===== src/rtl/ram8_copy_engine_pkg.sv =====
// Shared constants for the RAM8 copy engine: default sizes, opcodes and state encodings.
package ram8_copy_engine_pkg;

  localparam int DEF_WIDTH  = 16;
  localparam int DEF_ADDR_W = 3;

  localparam logic OP_FILL = 1'b0;
  localparam logic OP_COPY = 1'b1;

  localparam logic [2:0] S_IDLE = 3'd0;
  localparam logic [2:0] S_FILL = 3'd1;
  localparam logic [2:0] S_RD   = 3'd2;
  localparam logic [2:0] S_WR   = 3'd3;
  localparam logic [2:0] S_DONE = 3'd4;

endpackage


===== src/rtl/ram8_copy_engine.sv =====
// FILL/COPY initiator for an external 8-word RAM with combinational read and
// same-edge write. One command at a time, no queueing.
module ram8_copy_engine
  import ram8_copy_engine_pkg::*;
#(
  parameter int WIDTH  = DEF_WIDTH,
  parameter int ADDR_W = DEF_ADDR_W
) (
  input  logic              clk,
  input  logic              reset,
  input  logic              cmd_valid,
  output logic              cmd_ready,
  input  logic              cmd_op,
  input  logic [ADDR_W-1:0] cmd_src,
  input  logic [ADDR_W-1:0] cmd_dst,
  input  logic [ADDR_W-1:0] cmd_len,
  input  logic [WIDTH-1:0]  cmd_data,
  output logic              busy,
  output logic              done,
  output logic [WIDTH-1:0]  mem_in,
  output logic              mem_load,
  output logic [ADDR_W-1:0] mem_address,
  input  logic [WIDTH-1:0]  mem_out
);

  logic [2:0]        state;
  logic [ADDR_W-1:0] i;
  logic [ADDR_W-1:0] src;
  logic [ADDR_W-1:0] dst;
  logic [ADDR_W-1:0] len;
  logic [WIDTH-1:0]  data;
  logic [WIDTH-1:0]  hold;

  // NOTE: sequential state uses non-blocking assignments so every register
  // samples pre-edge values, independent of statement order.
  always_ff @(posedge clk or posedge reset) begin
    if (reset) begin
      state <= S_IDLE;
      i     <= '0;
      src   <= '0;
      dst   <= '0;
      len   <= '0;
      data  <= '0;
      hold  <= '0;
    end else begin
      case (state)
        S_IDLE: begin
          if (cmd_valid) begin
            src   <= cmd_src;
            dst   <= cmd_dst;
            len   <= cmd_len;
            data  <= cmd_data;
            i     <= '0;
            state <= (cmd_op == OP_COPY) ? S_RD : S_FILL;
          end
        end
        S_FILL: begin
          i <= i + 1'b1;
          if (i == len) state <= S_DONE;
        end
        S_RD: begin
          hold  <= mem_out;
          state <= S_WR;
        end
        S_WR: begin
          if (i == len) begin
            state <= S_DONE;
          end else begin
            i     <= i + 1'b1;
            state <= S_RD;
          end
        end
        S_DONE:  state <= S_IDLE;
        default: state <= S_IDLE;
      endcase
    end
  end

  // RAM strobes decode from registered state only, so reset kills mem_load
  // asynchronously and nothing can glitch it high in IDLE, RD or DONE.
  // NOTE: every output gets a default before the case so no latch is inferred.
  always_comb begin
    mem_load    = 1'b0;
    mem_address = '0;
    mem_in      = '0;
    case (state)
      S_FILL: begin
        mem_load    = 1'b1;
        mem_address = dst + i;
        mem_in      = data;
      end
      S_RD: mem_address = src + i;
      S_WR: begin
        mem_load    = 1'b1;
        mem_address = dst + i;
        mem_in      = hold;
      end
      default: ;
    endcase
  end

  assign cmd_ready = (state == S_IDLE);
  assign busy      = ~cmd_ready;
  assign done      = (state == S_DONE);

endmodule


===== config.mk =====
export PLATFORM = sky130hd
export DESIGN_NAME = ram8_copy_engine
export DESIGN_NICKNAME = d
export VERILOG_FILES = /design/src/rtl/ram8_copy_engine_pkg.sv /design/src/rtl/ram8_copy_engine.sv
export SDC_FILE = /design/constraint.sdc
export NUM_CORES = 1
export LEC_CHECK = 0
export ABC_AREA = 1
export CORE_MARGIN = 8
export CORE_UTILIZATION = 50
export CTS_CLUSTER_DIAMETER = 30
export DETAILED_ROUTE_END_ITERATION = 12
export PLACE_DENSITY = 0.88
export SLEW_MARGIN = 20
export SYNTH_ARGS = -nofsm -noshare
export SYNTH_HDL_FRONTEND = slang
export SYNTH_SLANG_ARGS = --single-unit

===== constraint.sdc =====
create_clock -name clk -period 6.2 [get_ports clk]
set_input_delay 0.93 -clock clk [delete_from_list [all_inputs] [get_ports clk]]
set_output_delay 0.93 -clock clk [all_outputs]
set_load 0.01 [all_outputs]

# Word level (Yosys, flattened, before mapping)
# Cells that the tools add are included.
[classes]
n_eq_ne = 8
reduce_logical = 6
n_bitwise = 1
addsub = 3
mux = 11
[op_table]
columns = ["op", "n"]
rows = [
  ["$pmux W16 S2", 1],
  ["$mux W3", 5],
  ["$pmux W3 S4", 1],
  ["$pmux W3 S3", 1],
  ["$add A3 B3 Y3", 2],
  ["$eq A3 B2 Y1 const B", 2],
  ["$ne A2 B2 Y1 const B", 3],
  ["$pmux W3 S2", 1],
  ["$reduce_and A2 Y1", 2],
  ["$add A3 B1 Y3 const B", 1],
  ["$eq A3 B1 Y1 const B", 1],
  ["$eq A3 B3 Y1", 1],
  ["$eq A3 B3 Y1 const B", 1],
  ["$logic_not A3 Y1", 1],
  ["$reduce_and A3 Y1", 1],
  ["$reduce_bool A3 Y1", 1],
  ["$mux W2", 1],
  ["$reduce_or A2 Y1", 1],
  ["$mux W1", 1],
  ["$not A1 Y1", 1],
]
[word_totals]
inputBits = 45
reg_bits = 47
wordCells = 36

# Logic depth before layout (Yosys ltp)
# Gate-level depths: netlist (run 1).
[logic_depth]
ltp_word = 3
ltp_mapped = 10
depth_no_buf = 10

# Least setup slack after synthesis (run 1)
# OpenSTA, ideal clock, no wires.
[synth_timing]
path_kind = "register to output"
from = "register state[2]"
to = "output port mem_address[2]"
arrival_time_ns = 1.909
slack_ns = 3.361
path_stages_with_launch = 10
cell_sequence = "dfrtp_1 > inv_2 > nand2_2 > o21ai_0 > ha_1 > inv_1 > fa_1 > xor2_1 > a21o_1 > a21oi_1"
[synth_between]
elab_chain_len = 3
word_cells_on_any_way = 5
classes_between = "eq/ne: 3; mux: 1; reduce/logical: 1"
[synth_rtl]
columns = ["element", "line_no", "source"]
rows = [
  ["start: declaration", "ram8_copy_engine.sv:26", "logic [2:0] state;"],
  ["start signal: assignment", "ram8_copy_engine.sv:54", "state <= (cmd_op == OP_COPY) ? S_RD : S_FILL;"],
  ["$eq A3 B2 Y1 or $eq A3 B1 Y1 (tied branches)", "ram8_copy_engine.sv:86", "case (state)"],
  ["$reduce_or A2 Y1 (no source line)", "--", ""],
  ["$pmux W3 S2 (*)", "ram8_copy_engine.sv:86", ""],
  ["end: declaration", "ram8_copy_engine.sv:22", "output logic [ADDR_W-1:0] mem_address,"],
]
# Every way passes the cells marked *; elsewhere a longest branch is shown, timed or not.

# Worst setup path in the final report (run 1)
# Same ends and word-level chain as after synthesis.

==> results of run 1 <==
-- tightest hold or removal path, stage by stage (launching register included) --
cell	delay, ns
dfrtp_1	0.35
nand2_1	0.05
nand2_1	0.05
-- metal layers --
layer,vias to the layer above,global-route usage (%),share of wire (%)
li1,936,-,-
met2,68,26.7,47
met5,-,0,0
met1,902,19.1,43
met3,9,6.64,8.3
met4,0,4.47,1.5
-- state kept, by name, summed over array words and instances (netlist names) --
signal  flops
data       16
len         3
hold       16
i           3
src         3
state       3
dst         3
-- stage by stage --
| stage | total power, mW | instances | setup slack (ns) | instance area (µm²) | utilization, % |
|---|---|---|---|---|---|
| after floorplan | 0.973 | 250 | 3.36 | 2260 | - |
| after global placement | 1.26 | 362 | 2.84 | 2960 | 68.0 |
| after detailed placement | 1.30 | 362 | 2.75 | 2960 | 68.0 |
| after CTS | 1.52 | 369 | 2.42 | 3070 | 70.4 |
| after global routing | 1.63 | 369 | 2.31 | 3070 | 70.4 |
| final | 1.50 | 369 | 2.45 | 3070 | 70.4 |
-- layout by cell type, fill, tap and decap left out, drive strengths merged --
master and instances:
a21oi 19, xor2 1, buf 1, xnor2 1
clkdlybuf4s50 67, or2 1, dfrtp 47, a21o 1
clkbuf 6, a22o 7, nand2 59, nand3 18
o21ai 12, fa 1, mux2 16, bufinv 1
nand4 1, ha 2, nor2 24, inv 31
o211ai 1
-- power by group --
part           switching (mW)  leakage (nW)  internal, mW
clock network          0.0972        0.0513         0.118
logic                   0.394         0.860         0.361
registers              0.0806         0.552         0.451
-- cell families after synthesis --
kind of cell / Yosys count / share of synthesized area [%]
AOI/OAI and AO/OA: 40 / 10.2
xor gates and xnor gates: 2 / 0.775
adders and majority gates: 3 / 1.99
buffers and inverters: 39 / 6.97
DFF: 47 / 52.0
muxes: 16 / 7.97
and+or+nand+nor: 103 / 20.0
-- layout make-up --
cell class | count | area [µm²] | share of cell area, %
Tap cell | 52 | 65.1 | 2.12
Timing Repair Buffer | 68 | 678 | 22.1
Multi-Input combinational cell | 164 | 927 | 30.2
Inverter | 31 | 116 | 3.80
Sequential cell | 47 | 1180 | 38.4
Clock inverter | 1 | 30.0 | 0.980
Clock buffer | 6 | 72.6 | 2.37
-- final timing paths --
kind,to,slack [ns]
max,mem_address[2],2.45
max reg2reg,data[8],3.88
max in group asynchronous,len[1],4.43
min,data[0],0.48
min reg2reg,data[0],0.48
min in group asynchronous,data[13],1.17
==> reports/qor.yml, run 1 <==
sta:
  period_share_pct: 60.6
  max_freq_ghz: 0.266
  rsz0062_at_grt: "false"
  hold_viol_final: 0
  tightest_slew_ns: 0.962
  max_slew_margin_pct: 35.7
  slew_violations: 0
  worst_hold_slack_ns: 0.476
  fin_crit_ns: 3.75
  setup_viol: 0
  fin_skew_ns: 0.00505
  tns_ns: 0
synth:
  syn_inst: 250
  synth.avg_cell_area_um2: 9.04
  syn_nets: 298
  synth_ff_type: "dfrtp_1"
  syn_area_um2: 2260
  async_reset_ff_share_pct: 100
  ys_top_cells_by_area: "dfrtp_1, nand2_1, inv_1"
  synth_seq_area_share_pct: 52.0
  yosys-top-cells-count: "nand2_1, dfrtp_1, inv_1, nor2_1, a21oi_1"
  netlist.area_leader.share_pct: 52.0
  yosys_warnings: 0
  synth-edff-count: 0
  yosys.cell_types.count: 27
  synth-seq-cells: 47
  synth_most_common_cell: "nand2_1"
  synth_top_area_cell: "dfrtp_1"
floorplanning:
  io_pins: 68
  design.core.area_um2: 4350
  die_x_um: 83.2
  start_util_pct: 51.9
  die_area_um2: 6930
  rows: 24
  die_h_um: 83.2
layout:
  drive_gt1_share_pct: 8.20
  syn_to_final_growth_pct: 35.6
  n_antenna_cell: 0
  fill_cells: 361
  nets: 365
critical_path:
  worstSetupStartpoint: "state[2]"
  path_depth: 10
  worst-path-max-fanout: 10
  cp-end-kind: "primary output"
  crit_buf_inv: 3
  critical-path-top-delay-family: "buffers and inverters"
  r2r_start: "state[0]"
  slowest_stage: "clkdlybuf4s50_1"
  reg2reg_depth: 7
  slowest_delay_ns: 0.55
  arrival_ns: 2.82
  critical_path.cell_chain: "inv_2 > nand2_2 > o21ai_0 > ha_1 > inv_1 > fa_1 > xor2_1 > a21o_1 > a21oi_1 > clkdlybuf4s50_1"
  startpoint_type: "register"
  critPathRequiredTime_ns: 5.27
  worstSetupPathType: "reg -> out"
clocking:
  postCtsSetupBuffers: 0
  clock_path_buffers: 2
  htree_levels: 2
  path_clk_slew_ns: 0.08
  cts_hold_buf: 0
  cts.sinks: 47
  cts_resized: 0
  cts_buffers: 5
  insertion_delay_ns: 0.30
  ctsRootBufferMaster: "clkbuf_8"
  cts_tree: "built"
global_routing:
  grt_pass1_vias: 2055
  grt_remaining_overflow: 0
  grt_usage_pct: 16.3
  grt_pass1_wl_um: 9430
  grt_antenna_before_repair: 0
  grt_max_degree: 48
power:
  p_per_area_nw_per_um2: 490
  irDropWorstVdd_mv: 0.245
  power_leakage_nw: 1.46
drt:
  dr.pass1.iters: 4
  vias_per_cell: 5.19
  drc_errors: 0
  totalWireLength_um: 5490
  drt_iter0_drc: 127
  vias: 1915
  ant_nets: 0
  wire_per_inst_um: 14.9
place:
  hpwl_um: 4040
  globalplace.congestion: 0.914
  port_buffers: 67
min_path:
  min_path_cells: 2
  hp-class: "reg -> reg"
  worst_hold_startpoint: "data[0]"
run_status:
  status: "finished clean"
job:
  max-cap-violations: 0
Power figures use the tool's default switching activity.
==> inputs of run 2 (changes only) <==
Settings changed: CORE_UTILIZATION 50 to 42, PLACE_DENSITY 0.88 to 0.8.
Clock period 6.2 ns to 3.2 ns, I/O delays scaled along.
==> reports/qor.yml, run 2 (synthesis results as in run 1) <==
drt:
  wire_per_inst_um: 13.7  # -8.1%
  ant_nets: 0  # unchanged
  vias: 1891  # -1.3%
  drt_iter0_drc: 68  # -46%
  drc_errors: 0  # unchanged
  dr.pass1.iters: 4  # unchanged
  totalWireLength_um: 5320  # -3.1%
  vias_per_cell: 4.86  # -6.3%
sta:
  tightest_slew_ns: 0.947  # -0.0151 ns
  period_share_pct: 93.1
  fin_skew_ns: 0.00692  # +0.00186 ns
  rsz0062_at_grt: "false"
  timing.final.ws_setup_ns: 0.222  # -2.22 ns
  tns_ns: 0  # unchanged
  max_freq_ghz: 0.336
  setup_viol: 0  # unchanged
  fin_crit_ns: 2.98
  max_slew_margin_pct: 36.9  # +1.1 points
  hold_viol_final: 0  # unchanged
  slew_violations: 0  # unchanged
layout:
  top_regs: "data x16, hold x16"
  layout_common_cells: "clkdlybuf4s50_1, nand2_1, dfrtp_1, inv_1, nor2_1"
  drive_gt1_share_pct: 8.78  # +0.58 points
  nets: 366  # +0.27%
  finalNonFillerCells: 389  # +5.4%
  final_common_cell: "clkdlybuf4s50_1"
  syn_to_final_growth_pct: 36.1
  n_antenna_cell: 0  # unchanged
power:
  p_per_area_nw_per_um2: 916  # +87%
  power_mw: 2.82  # +88%
  irDropWorstVdd_mv: 0.520  # +110%
  power_leakage_nw: 1.46  # -0.18%
min_path:
  worst_hold_startpoint: "data[1]"
  hold_path_end: "data[1]"
  hp-class: "reg -> reg"
  min_path_cells: 2  # unchanged
clocking:
  cts.sinks: 47  # unchanged
  clock_path_buffers: 2  # unchanged
  cts_buffers: 5  # unchanged
  htree_levels: 2  # unchanged
  cts_hold_buf: 0  # unchanged
  cts_resized: 1  # +1
  path_clk_slew_ns: 0.08  # about the same
  insertion_delay_ns: 0.30  # about the same
  ctsRootBufferMaster: "clkbuf_8"
  cts_tree: "built"
  postCtsSetupBuffers: 0  # unchanged
critical_path:
  reg2reg_to: "src[2]"
  reg2reg_depth: 7  # unchanged
  rrSetupSlack_ns: 1.37  # -2.51 ns
  cp-end-kind: "primary output"
  arrival_ns: 2.50  # -0.32 ns
  worst-path-max-fanout: 7  # -3
  startpoint_type: "register"
  worstSetupPathType: "reg -> out"
  r2r_start: "state[0]"
  critPathRequiredTime_ns: 2.72  # -2.55 ns
floorplanning:
  start_util_pct: 44.0  # -7.9 points
  die_x_um: 89.4  # +7.4%
  rows: 26  # +8.3%
  die_h_um: 89.4  # +7.4%
  design.core.area_um2: 5140  # +18%
  die_area_um2: 7990  # +15%
  io_pins: 68  # unchanged
global_routing:
  grt_usage_pct: 14.5  # -1.8 points
  grt_antenna_before_repair: 0  # unchanged
  grt_pass1_wl_um: 8930  # -5.3%
  grt_pass1_vias: 1989  # -3.2%
  grt_max_degree: 48  # unchanged
  grt_remaining_overflow: 0  # unchanged
run_status:
  status: "finished clean"
place:
  hpwl_um: 3910  # -3.2%
  port_buffers: 67  # unchanged
  globalplace.congestion: 0.819  # -10%
  dp.cells: 381  # +5.2%
  place_ws_ns: 0.261  # -2.49 ns
job:
  max-cap-violations: 0  # unchanged
## run 2: worst max path at each step
stage | start | to | slack [ns] | cells after the start
2_1_floorplan | state[2] | mem_address[2] | 0.81 | 9
3_3_place_gp | state[2] | mem_address[2] | 0.35 | 10
5_1_grt | state[2] | mem_address[2] | 0.02 | 10
6_report | state[2] | mem_address[2] | 0.22 | 10
3_5_place_dp | state[2] | mem_address[2] | 0.26 | 10
4_1_cts | state[2] | mem_address[2] | 0.20 | 10
## run 2: layout make-up
cell class / count / area [µm²]
Fill cell: 488 / 2060
Sequential cell: 47 / 1180
Multi-Input combinational cell: 164 / 927
Timing Repair Buffer: 69 / 684
Inverter: 31 / 116
Tap cell: 70 / 87.6
Clock buffer: 6 / 72.6
Clock inverter: 2 / 12.5
## run 2: stage by stage
| step | util [%] | hold slack, ns | cell area [µm²] |
|---|---|---|---|
| 3_3_place_gp | 58.2 | 0.456 | 2990 |
| 5_1_grt | 59.9 | 0.516 | 3080 |
| 6_report | 59.9 | 0.484 | 3080 |
| 4_1_cts | 59.9 | 0.487 | 3080 |
| 2_1_floorplan | - | 0.437 | 2260 |
| 3_5_place_dp | 58.2 | 0.464 | 2990 |
## run 2: per-layer routing
metal	routed length (µm)	global-route usage [%]	vias to the layer above
met3	408	5.70	7
li1	-	-	939
met4	51	4.53	0
met5	0	0	-
met2	2410	22.7	55
met1	2450	17.9	890
## run 2: worst max-delay path, cell delays in order, from the launching register on
cell	delay (ns)
dfrtp_1	0.45
inv_2	0.14
nand2_2	0.08
buf_4	0.17
nand2_1	0.06
o21ai_0	0.10
fa_1	0.42
xor2_1	0.17
a21o_1	0.16
a21oi_1	0.17
dlygate4sd2_1	0.30
## run 2: where the power goes
| part | switching [mW] | total, mW | leakage [nW] | internal (mW) |
|---|---|---|---|---|
| logic | 0.756 | 1.45 | 0.867 | 0.697 |
| registers | 0.150 | 1.02 | 0.552 | 0.873 |
| clock network | 0.191 | 0.343 | 0.0412 | 0.153 |
